`config.mk`:
```
export PLATFORM = sky130hd
export DESIGN_NAME = field_line_clear_ctrl_flat
export DESIGN_NICKNAME = d
export VERILOG_FILES = /design/src/rtl/tetris_pkg.sv /design/src/rtl/field_line_clear_ctrl_if.sv /design/src/rtl/row_full_det.sv /design/src/rtl/field_line_clear_ctrl.sv /design/src/flat_wrapper.sv
export SDC_FILE = /design/constraint.sdc
export NUM_CORES = 2
export LEC_CHECK = 0
export ABC_AREA = 0
export CAP_MARGIN = 20
export CORE_AREA = 5 5 476 478
export CTS_CLUSTER_SIZE = 8
export DETAILED_ROUTE_END_ITERATION = 12
export DIE_AREA = 0 0 481 483
export SETUP_SLACK_MARGIN = 0.02
export SLEW_MARGIN = 20
export SYNTH_ARGS = -nofsm -noshare
export SYNTH_HDL_FRONTEND = slang
export SYNTH_SLANG_ARGS = --single-unit
```
`constraint.sdc`:
```
create_clock -name clk_i -period 4.2 [get_ports clk_i]
set_clock_uncertainty 0.1 [all_clocks]
set_input_delay 0.63 -clock clk_i [delete_from_list [all_inputs] [get_ports clk_i]]
set_output_delay 0.63 -clock clk_i [all_outputs]
set_load 0.02 [all_outputs]
```
`src/rtl/tetris_pkg.sv`:
```
// Shared field geometry, field/row types and the line-clear FSM encoding.
package tetris_pkg;

    localparam int unsigned ROW_CNT     = 20;
    localparam int unsigned COL_CNT     = 10;
    localparam int unsigned COLOR_W     = 3;
    localparam int unsigned FLASH_TICKS = 6;

    localparam int unsigned FIELD_W = ROW_CNT * COL_CNT * COLOR_W;
    localparam int unsigned LINE_W  = $clog2(ROW_CNT + 1);
    localparam int unsigned ROW_W   = $clog2(ROW_CNT);
    localparam int unsigned TICK_W  = $clog2(FLASH_TICKS + 1);

    typedef logic [COLOR_W-1:0] color_t;
    typedef color_t [COL_CNT-1:0] row_t;
    typedef row_t [ROW_CNT-1:0] field_t;
    typedef logic [ROW_CNT-1:0] row_mask_t;

    typedef enum logic [2:0] {
        IDLE,
        SCAN,
        FLASH,
        COLLAPSE,
        FILL,
        DONE
    } state_t;

endpackage

```
`src/rtl/field_line_clear_ctrl_if.sv`:
```
// Game-logic / renderer handshake with the line-clear controller.
interface field_line_clear_ctrl_if;
    import tetris_pkg::*;

    logic      frame_tick_i;
    logic      start_i;
    field_t    field_i;
    logic      busy_o;
    logic      done_o;
    field_t    field_o;
    logic [LINE_W-1:0] lines_o;
    row_mask_t flash_mask_o;
    logic      flash_on_o;

    modport master (
        output frame_tick_i, start_i, field_i,
        input  busy_o, done_o, field_o, lines_o, flash_mask_o, flash_on_o
    );

    modport slave (
        input  frame_tick_i, start_i, field_i,
        output busy_o, done_o, field_o, lines_o, flash_mask_o, flash_on_o
    );

endinterface

```
`src/rtl/row_full_det.sv`:
```
// Flags a field row whose every cell holds a brick.
module row_full_det
    import tetris_pkg::*;
(
    input  row_t row,
    output logic full_c
);

    always_comb begin
        full_c = 1'b1;
        for (int unsigned c = 0; c < COL_CNT; c++) begin
            if (row[c] == '0) begin
                full_c = 1'b0;
            end
        end
    end

endmodule

```
`src/rtl/field_line_clear_ctrl.sv`:
```
// Scans a locked field for full rows, flashes them, then collapses the field downward.
module field_line_clear_ctrl
    import tetris_pkg::*;
(
    input  logic clk_i,
    input  logic rst_i,
    field_line_clear_ctrl_if.slave bus
);

    state_t            state_q, state_d;
    field_t            field_q, field_d;
    logic [LINE_W-1:0] lines_q, lines_d;
    row_mask_t         mask_q, mask_d;
    row_mask_t         flash_mask_q, flash_mask_d;
    logic              flash_on_q, flash_on_d;
    logic [ROW_W-1:0]  rd_q, rd_d;
    logic [ROW_W-1:0]  wr_q, wr_d;
    logic [TICK_W-1:0] tick_q, tick_d;
    logic              busy_q, busy_d;
    logic              done_q, done_d;
    logic              row_full_c;

    row_full_det u_row_full_det (
        .row    (field_q[rd_q]),
        .full_c (row_full_c)
    );

    // State and datapath registers
    always_ff @(posedge clk_i) begin
        if (rst_i) begin
            state_q      <= IDLE;
            field_q      <= '0;
            lines_q      <= '0;
            mask_q       <= '0;
            flash_mask_q <= '0;
            flash_on_q   <= 1'b0;
            rd_q         <= '0;
            wr_q         <= '0;
            tick_q       <= '0;
            busy_q       <= 1'b0;
            done_q       <= 1'b0;
        end else begin
            state_q      <= state_d;
            field_q      <= field_d;
            lines_q      <= lines_d;
            mask_q       <= mask_d;
            flash_mask_q <= flash_mask_d;
            flash_on_q   <= flash_on_d;
            rd_q         <= rd_d;
            wr_q         <= wr_d;
            tick_q       <= tick_d;
            busy_q       <= busy_d;
            done_q       <= done_d;
        end
    end

    // Next-state and datapath update
    always_comb begin
        state_d      = state_q;
        field_d      = field_q;
        lines_d      = lines_q;
        mask_d       = mask_q;
        flash_mask_d = flash_mask_q;
        flash_on_d   = flash_on_q;
        rd_d         = rd_q;
        wr_d         = wr_q;
        tick_d       = tick_q;
        busy_d       = busy_q;
        done_d       = 1'b0;

        case (state_q)
            IDLE: begin
                if (bus.start_i) begin
                    state_d      = SCAN;
                    field_d      = bus.field_i;
                    lines_d      = '0;
                    mask_d       = '0;
                    flash_mask_d = '0;
                    flash_on_d   = 1'b0;
                    rd_d         = ROW_W'(ROW_CNT - 1);
                    busy_d       = 1'b1;
                end
            end

            SCAN: begin
                if (row_full_c) begin
                    mask_d[rd_q] = 1'b1;
                    lines_d      = lines_q + LINE_W'(1);
                end
                if (rd_q == '0) begin
                    if (mask_d == '0) begin
                        state_d = DONE;
                    end else begin
                        state_d      = FLASH;
                        flash_mask_d = mask_d;
                        flash_on_d   = 1'b1;
                        tick_d       = '0;
                    end
                end else begin
                    rd_d = rd_q - ROW_W'(1);
                end
            end

            FLASH: begin
                if (bus.frame_tick_i) begin
                    if (tick_q == TICK_W'(FLASH_TICKS - 1)) begin
                        state_d      = COLLAPSE;
                        flash_on_d   = 1'b0;
                        flash_mask_d = '0;
                        rd_d         = ROW_W'(ROW_CNT - 1);
                        wr_d         = ROW_W'(ROW_CNT - 1);
                    end else begin
                        flash_on_d = ~flash_on_q;
                        tick_d     = tick_q + TICK_W'(1);
                    end
                end
            end

            // Snapshot mask drives the collapse; rows at or above rd are still untouched
            COLLAPSE: begin
                if (!mask_q[rd_q]) begin
                    field_d[wr_q] = field_q[rd_q];
                    wr_d          = wr_q - ROW_W'(1);
                end
                if (rd_q == '0) begin
                    state_d = FILL;
                end else begin
                    rd_d = rd_q - ROW_W'(1);
                end
            end

            FILL: begin
                field_d[wr_q] = '0;
                if (wr_q == '0) begin
                    state_d = DONE;
                end else begin
                    wr_d = wr_q - ROW_W'(1);
                end
            end

            DONE: begin
                state_d = IDLE;
                done_d  = 1'b1;
                busy_d  = 1'b0;
            end

            default: begin
                state_d = IDLE;
            end
        endcase
    end

    assign bus.busy_o       = busy_q;
    assign bus.done_o       = done_q;
    assign bus.field_o      = field_q;
    assign bus.lines_o      = lines_q;
    assign bus.flash_mask_o = flash_mask_q;
    assign bus.flash_on_o   = flash_on_q;

endmodule

```
`src/flat_wrapper.sv`:
```
// flat-port wrapper written by rule: the top's interface ports become plain ports
module field_line_clear_ctrl_flat import tetris_pkg::*;
  (clk_i, rst_i, bus_frame_tick_i, bus_start_i, bus_field_i, bus_busy_o, bus_done_o, bus_field_o, bus_lines_o, bus_flash_mask_o, bus_flash_on_o);
  field_line_clear_ctrl_if bus_i ();
  input  logic clk_i;
  input  logic rst_i;
  input wire logic [$bits(bus_i.frame_tick_i)-1:0] bus_frame_tick_i;
  input wire logic [$bits(bus_i.start_i)-1:0] bus_start_i;
  input wire logic [$bits(bus_i.field_i)-1:0] bus_field_i;
  output wire logic [$bits(bus_i.busy_o)-1:0] bus_busy_o;
  output wire logic [$bits(bus_i.done_o)-1:0] bus_done_o;
  output wire logic [$bits(bus_i.field_o)-1:0] bus_field_o;
  output wire logic [$bits(bus_i.lines_o)-1:0] bus_lines_o;
  output wire logic [$bits(bus_i.flash_mask_o)-1:0] bus_flash_mask_o;
  output wire logic [$bits(bus_i.flash_on_o)-1:0] bus_flash_on_o;
  assign bus_i.frame_tick_i = bus_frame_tick_i;
  assign bus_i.start_i = bus_start_i;
  assign bus_i.field_i = bus_field_i;
  assign bus_busy_o = bus_i.busy_o;
  assign bus_done_o = bus_i.done_o;
  assign bus_field_o = bus_i.field_o;
  assign bus_lines_o = bus_i.lines_o;
  assign bus_flash_mask_o = bus_i.flash_mask_o;
  assign bus_flash_on_o = bus_i.flash_on_o;
  field_line_clear_ctrl u_core (.clk_i(clk_i), .rst_i(rst_i), .bus(bus_i));
endmodule
```
# After elaboration in Yosys (flattened, before gate mapping)
# Index checks and enable logic that the tools add are counted.
# classes
magnitude_cmp,4
n_reduce_logical,34
muxes,64
addsub,4
n_bitwise,4
n_eq_ne,18
# ops
cell,count
$pmux 600 s3,1
$mux 600,2
$and 600x600->600,1
$bwmux 600,1
$not 600->600,1
$bmux 30 s5,1
$demux 30 s5,1
$mux 20,7
$mux 30,2
$pmux 20 s3,1
$mux 5,8
$pmux 20 s2,1
$logic_not 3->1,11
$mux 3,11
$pmux 5 s3,2
$logic_not 20->1,1
$or 20x20->20,1
$reduce_and 5->1,4
$mux 1,19
$pmux 3 s5,1
$ne 2x2->1 const B,7
$lt 5x6->1 const B,2
$reduce_and 6->1,2
$reduce_bool 3->1,4
21 further kinds,36
# totals
out_inout_bits,628
reg_bits,664
elab_cells,338

# Depth between registers and ports, before layout
# depth
word_depth,19
depth_mapped,17

# By module
# A second synthesis with hierarchy kept.
# unflattened
cells_unflattened,4177
area_unflattened_um2,36024.6
# by_module_without_submodules
mod,area_per_inst_um2,seq_area_each_um2,n_inst,cells_per_inst
field_line_clear_ctrl,35943.2,13292.7,1,4161
row_full_det,81.3,0.0,1,16

# Worst setup path before layout
# No wires, ideal clock.
# synth_timing
path_kind,reg2reg
start,register u_core.rd_q[0]
end,"register u_core.field_q, in the netlist u_core.bus.field_o[435]"
setup_slack_ns,0.964
n_path_buf,6
path_stages_with_launch,16
arrival_ns,3.009
t_required_ns,3.972
cell_sequence,dfxtp_1 buf_4 buf_6 buf_4 buf_4 mux4_2 mux2i_1 o21ai_0 o21ai_1 nand2_1 o31ai_1 buf_2 o21ai_1 buf_2 a22oi_1 nor2_1
# synth_between
elab_chain_cells,5
word_cells_on_any_way,9
classes_between,eq/ne: 1; mux: 7; reduce/logical: 1
# synth_rtl
item,line,text
start: declaration,field_line_clear_ctrl.sv:16,"logic [ROW_W-1:0] rd_q, rd_d;"
start signal: assignment,field_line_clear_ctrl.sv:49,rd_q <= rd_d;
$bmux 30 s5,field_line_clear_ctrl.sv:122,field_d[wr_q] = field_q[rd_q];
$mux 30 (not written as such),field_line_clear_ctrl.sv:122,
$bwmux 600,field_line_clear_ctrl.sv:122,
$mux 600,field_line_clear_ctrl.sv:121,if (!mask_q[rd_q]) begin
$pmux 600 s3,field_line_clear_ctrl.sv:71,case (state_q)
end signal: assignment,field_line_clear_ctrl.sv:44,field_q <= field_d;
end: declaration,field_line_clear_ctrl.sv:11,"field_t field_q, field_d;"
# Several ways; a longest one is shown, not always the timed one. The select of a mux whose other input is x is not followed.
# A chain may end at the register's enable or synchronous reset.

# Worst setup path after layout
# layout_timing
start,register u_core.rd_q[0]
end,register u_core.flash_mask_q[13] (netlist: u_core.bus.flash_mask_o[13])
# layout_between
elab_chain_cells,18
word_cells_on_any_way,38
classes_between,order compare: 2; eq/ne: 2; mux: 19; bitwise: 1; reduce/logical: 14
# layout_rtl
item,line,text
$bmux 30 s5,field_line_clear_ctrl.sv:24,".row (field_q[rd_q]),"
$mux 30 (not written as such),field_line_clear_ctrl.sv:24,
$logic_not 3->1,row_full_det.sv:12,if (row[c] == '0) begin
$mux 1 (10 in series),row_full_det.sv:12,
$mux 20,field_line_clear_ctrl.sv:86,if (row_full_c) begin
$mux 20,field_line_clear_ctrl.sv:71,
$logic_not 20->1 or $mux 20 (tied branches),field_line_clear_ctrl.sv:91,if (mask_d == '0) begin
$ne 2x2->1 (no source line) or $mux 20 (tied branches),--,
$reduce_and 6->1 (no source line) or $pmux 20 s3 (tied branches),--,
end signal: assignment,field_line_clear_ctrl.sv:47,flash_mask_q <= flash_mask_d;
end: declaration,field_line_clear_ctrl.sv:14,"row_mask_t flash_mask_q, flash_mask_d;"
# Several ways; a longest one is shown, not always the timed one. The select of a mux whose other input is x is not followed.

==> run metrics <==
status finished, final reports clean; Core Region 0.221 mm2; largest net degree at the start of global routing 153; Setup CP Type register to register; pre-CTS setup slack -0.108 ns; VDD IR-drop max 354 uV; Final Hold Vio Count 0; Netlist cell types 66; Worst Setup End Kind register; Simple-Gate Fraction of Synth Area 15.5%; Req. time, crit path 4.76 ns; max_slew headroom 23.3%; CTS tree yes; EDFF count, synth 0; async set-or-reset flop fraction in the synthesized netlist 0%; Post-layout nets 6062; remaining global-route overflow 0; top-area cell type share of the netlist area 38.8%; Yosys reg bits 664; Initial DRT Pass Iterations 7; routed vias/inst 5.11; top post-synthesis cells by area dfxtp_1, nor2_1, a22oi_1, a211oi_1, mux2i_1; drt total wl 361000 um; DIE AREA 0.232 mm2; combinational family with the most area after synthesis compound AO/OA/AOI/OAI gates; first-iteration detailed-routing DRC count 5318; P_leak 20.4 nW; Site Rows 173; CP Launch Type register; GR Util met2 43.5%; clk slew on worst S/H paths 0.06 ns; Max clock buf depth 3; final worst setup slack 0.0652 ns; Total Routing Usage GR 29.5%; Worst Tran Pin Value 1.15 ns; mux cell area share after synthesis 10.1%; cell accounting for the most synthesized area dfxtp_1; Final Max Tran Viols 0; max_cap viols 0; number of global-route vias before repair 41.8k; Post-Syn Instances 4183; number of buffers inserted by port buffering 1231; worst hold path class input pin to register; Setup-failing EPs final 0; P&R area growth vs syn 61.8%; IO Count 1232; most frequent cells in the layout clkdlybuf4s50_1, nor2_1, dfxtp_1; Max Freq 242 MHz; GR Util met3 12.4%; Mapped Nets 4799; width of the die 481 um; Root Driver clkbuf_16; Placed Instance Area 0.0522 mm2; Post-Synthesis Cell Area 0.0343 mm2; sequential cell area fraction in the yosys report 38.8%; adder-cell share of the synthesized area 0.438%; mean post-synth cell area 8.20 um2; post-route cell area 0.0555 mm2; antenna violations before repair 150; CP arrival 4.70 ns; Total Power 43.4 mW; Final min period 4.13 ns; RSZ-0062 raised after global routing true; post-synthesis xor/xnor area fraction 0.128%; CP max FO 29; share of cells above drive strength 1 12.8%; clk_lat worst skew 0.78 ns; layer with the highest usage met2; htree depth 3; total CTS buffers 101; compound-cell area share of the yosys netlist 28.9%; Post-synth top flop dfxtp_1; first-pass GRT wire length 456000 um; Ys Warns 0; Die Y 483 um; starting density of the core 15.5%; via count 43.6k; routability cong. 0.981; antenna viol nets, final 0; final HPWL from detailed placement 295000 um; most common cell after layout, fill and taps aside clkdlybuf4s50_1; total power divided by cell area 781 mW/mm2; Tcrit/Tclk final 98.4%; clock sink count 664; met1 Use GR 37.6%; average wire per cell in the routed design 42.3 um; DRC errors left 0
critical path, stage by stage (launching register included):
cell	delay (ns)
dfxtp_4	0.43
buf_12	0.26
mux4_2	0.63
a211oi_1	0.51
nand2_1	0.28
nor3_1	0.56
a311oi_1	0.16
a31oi_1	0.29
buf_4	0.20
buf_4	0.21
a211oi_1	0.11
a211oi_1	0.24
metal layers:
layer	wire length, um	part of all wire, %	up-vias
met5	238	0.066	-
met4	18000	5.0	40
met3	42400	12	545
met2	151000	42	2954
met1	149000	41	22000
li1	-	-	18100
what timing repair did:
item                                    CTS  global route
hold buffers                              0             0
endpoints found under the setup margin   22            26
pin swaps                                 0             1
resized for setup                         3             9
setup buffers                             3             0
sequential cells by signal (all words and copies together), names as in the netlist:
signal                   count
u_core.bus.field_o         600
u_core.bus.busy_o            1
u_core.state_q               3
u_core.bus.flash_on_o        1
u_core.bus.done_o            1
u_core.rd_q                  5
u_core.bus.lines_o           5
u_core.wr_q                  5
u_core.bus.flash_mask_o     20
u_core.tick_q                3
u_core.mask_q               20
logic make-up after synthesis:
kind of cell | Yosys count
compound gates | 1466
simple gates | 1298
flops | 664
buf+inv | 480
mux | 258
fa+ha+maj | 12
xor+xnor | 5
cells in the mapped netlist (10+ instances only):
library cell,count
nand3_1,46
mux2_2,10
and3_1,34
nor2_1,696
ha_1,12
o221a_2,57
nor3_1,25
o22ai_1,277
nor2b_1,18
nor4_1,10
mux2i_1,179
nand4_1,13
mux4_2,68
a22oi_1,324
clkbuf_1,297
a21oi_2,14
buf_2,93
nand2_1,414
a211oi_1,297
a32oi_1,12
o21ai_0,286
dfxtp_1,664
inv_1,34
nand2b_1,11
a21oi_1,135
buf_4,42
power by group:
part	total [mW]	leakage [nW]	internal [mW]	switching [mW]
combinational	24.3	13.4	8.89	15.4
clock	8.17	1.45	4.66	3.50
sequential	10.9	5.47	8.06	2.83
total	43.4	20.4	21.6	21.7
path summary, 6_finish.rpt:
kind                                            startpoint                     endpoint  slack [ns]  depth (start not counted)
worst min-delay path                                 rst_i      u_core.bus.field_o[323]        0.22                          2
worst max-delay path                        u_core.rd_q[0]  u_core.bus.flash_mask_o[13]        0.07                         11
worst max register to register              u_core.rd_q[0]  u_core.bus.flash_mask_o[13]        0.07                         11
worst min register to register  u_core.bus.flash_mask_o[8]   u_core.bus.flash_mask_o[8]        0.36                          2
metrics by stage:
stage                     hold WS, ns  cells  utilization [%]  setup TNS, ns
after global routing            0.216   8518             25.0              0
after global placement          0.358   8315             23.6          -1.57
after detailed placement        0.351   8315             23.6          -1.17
after floorplan                 0.350   4183                -              0
final                           0.222   8536             25.1              0
after CTS                       0.177   8463             25.0              0
final cells by class:
| type | count | area, um2 |
|---|---|---|
| antenna | 73 | 183 |
| sequential | 664 | 13300 |
| clock inverter | 16 | 203 |
| timing repair buffer | 1606 | 16000 |
| inverter | 34 | 128 |
| fill | 24100 | 166000 |
| clock buffer | 129 | 2760 |
| tap | 2975 | 3720 |
| multi-input combinational | 3039 | 19100 |
(Power assumes the default switching activity.)
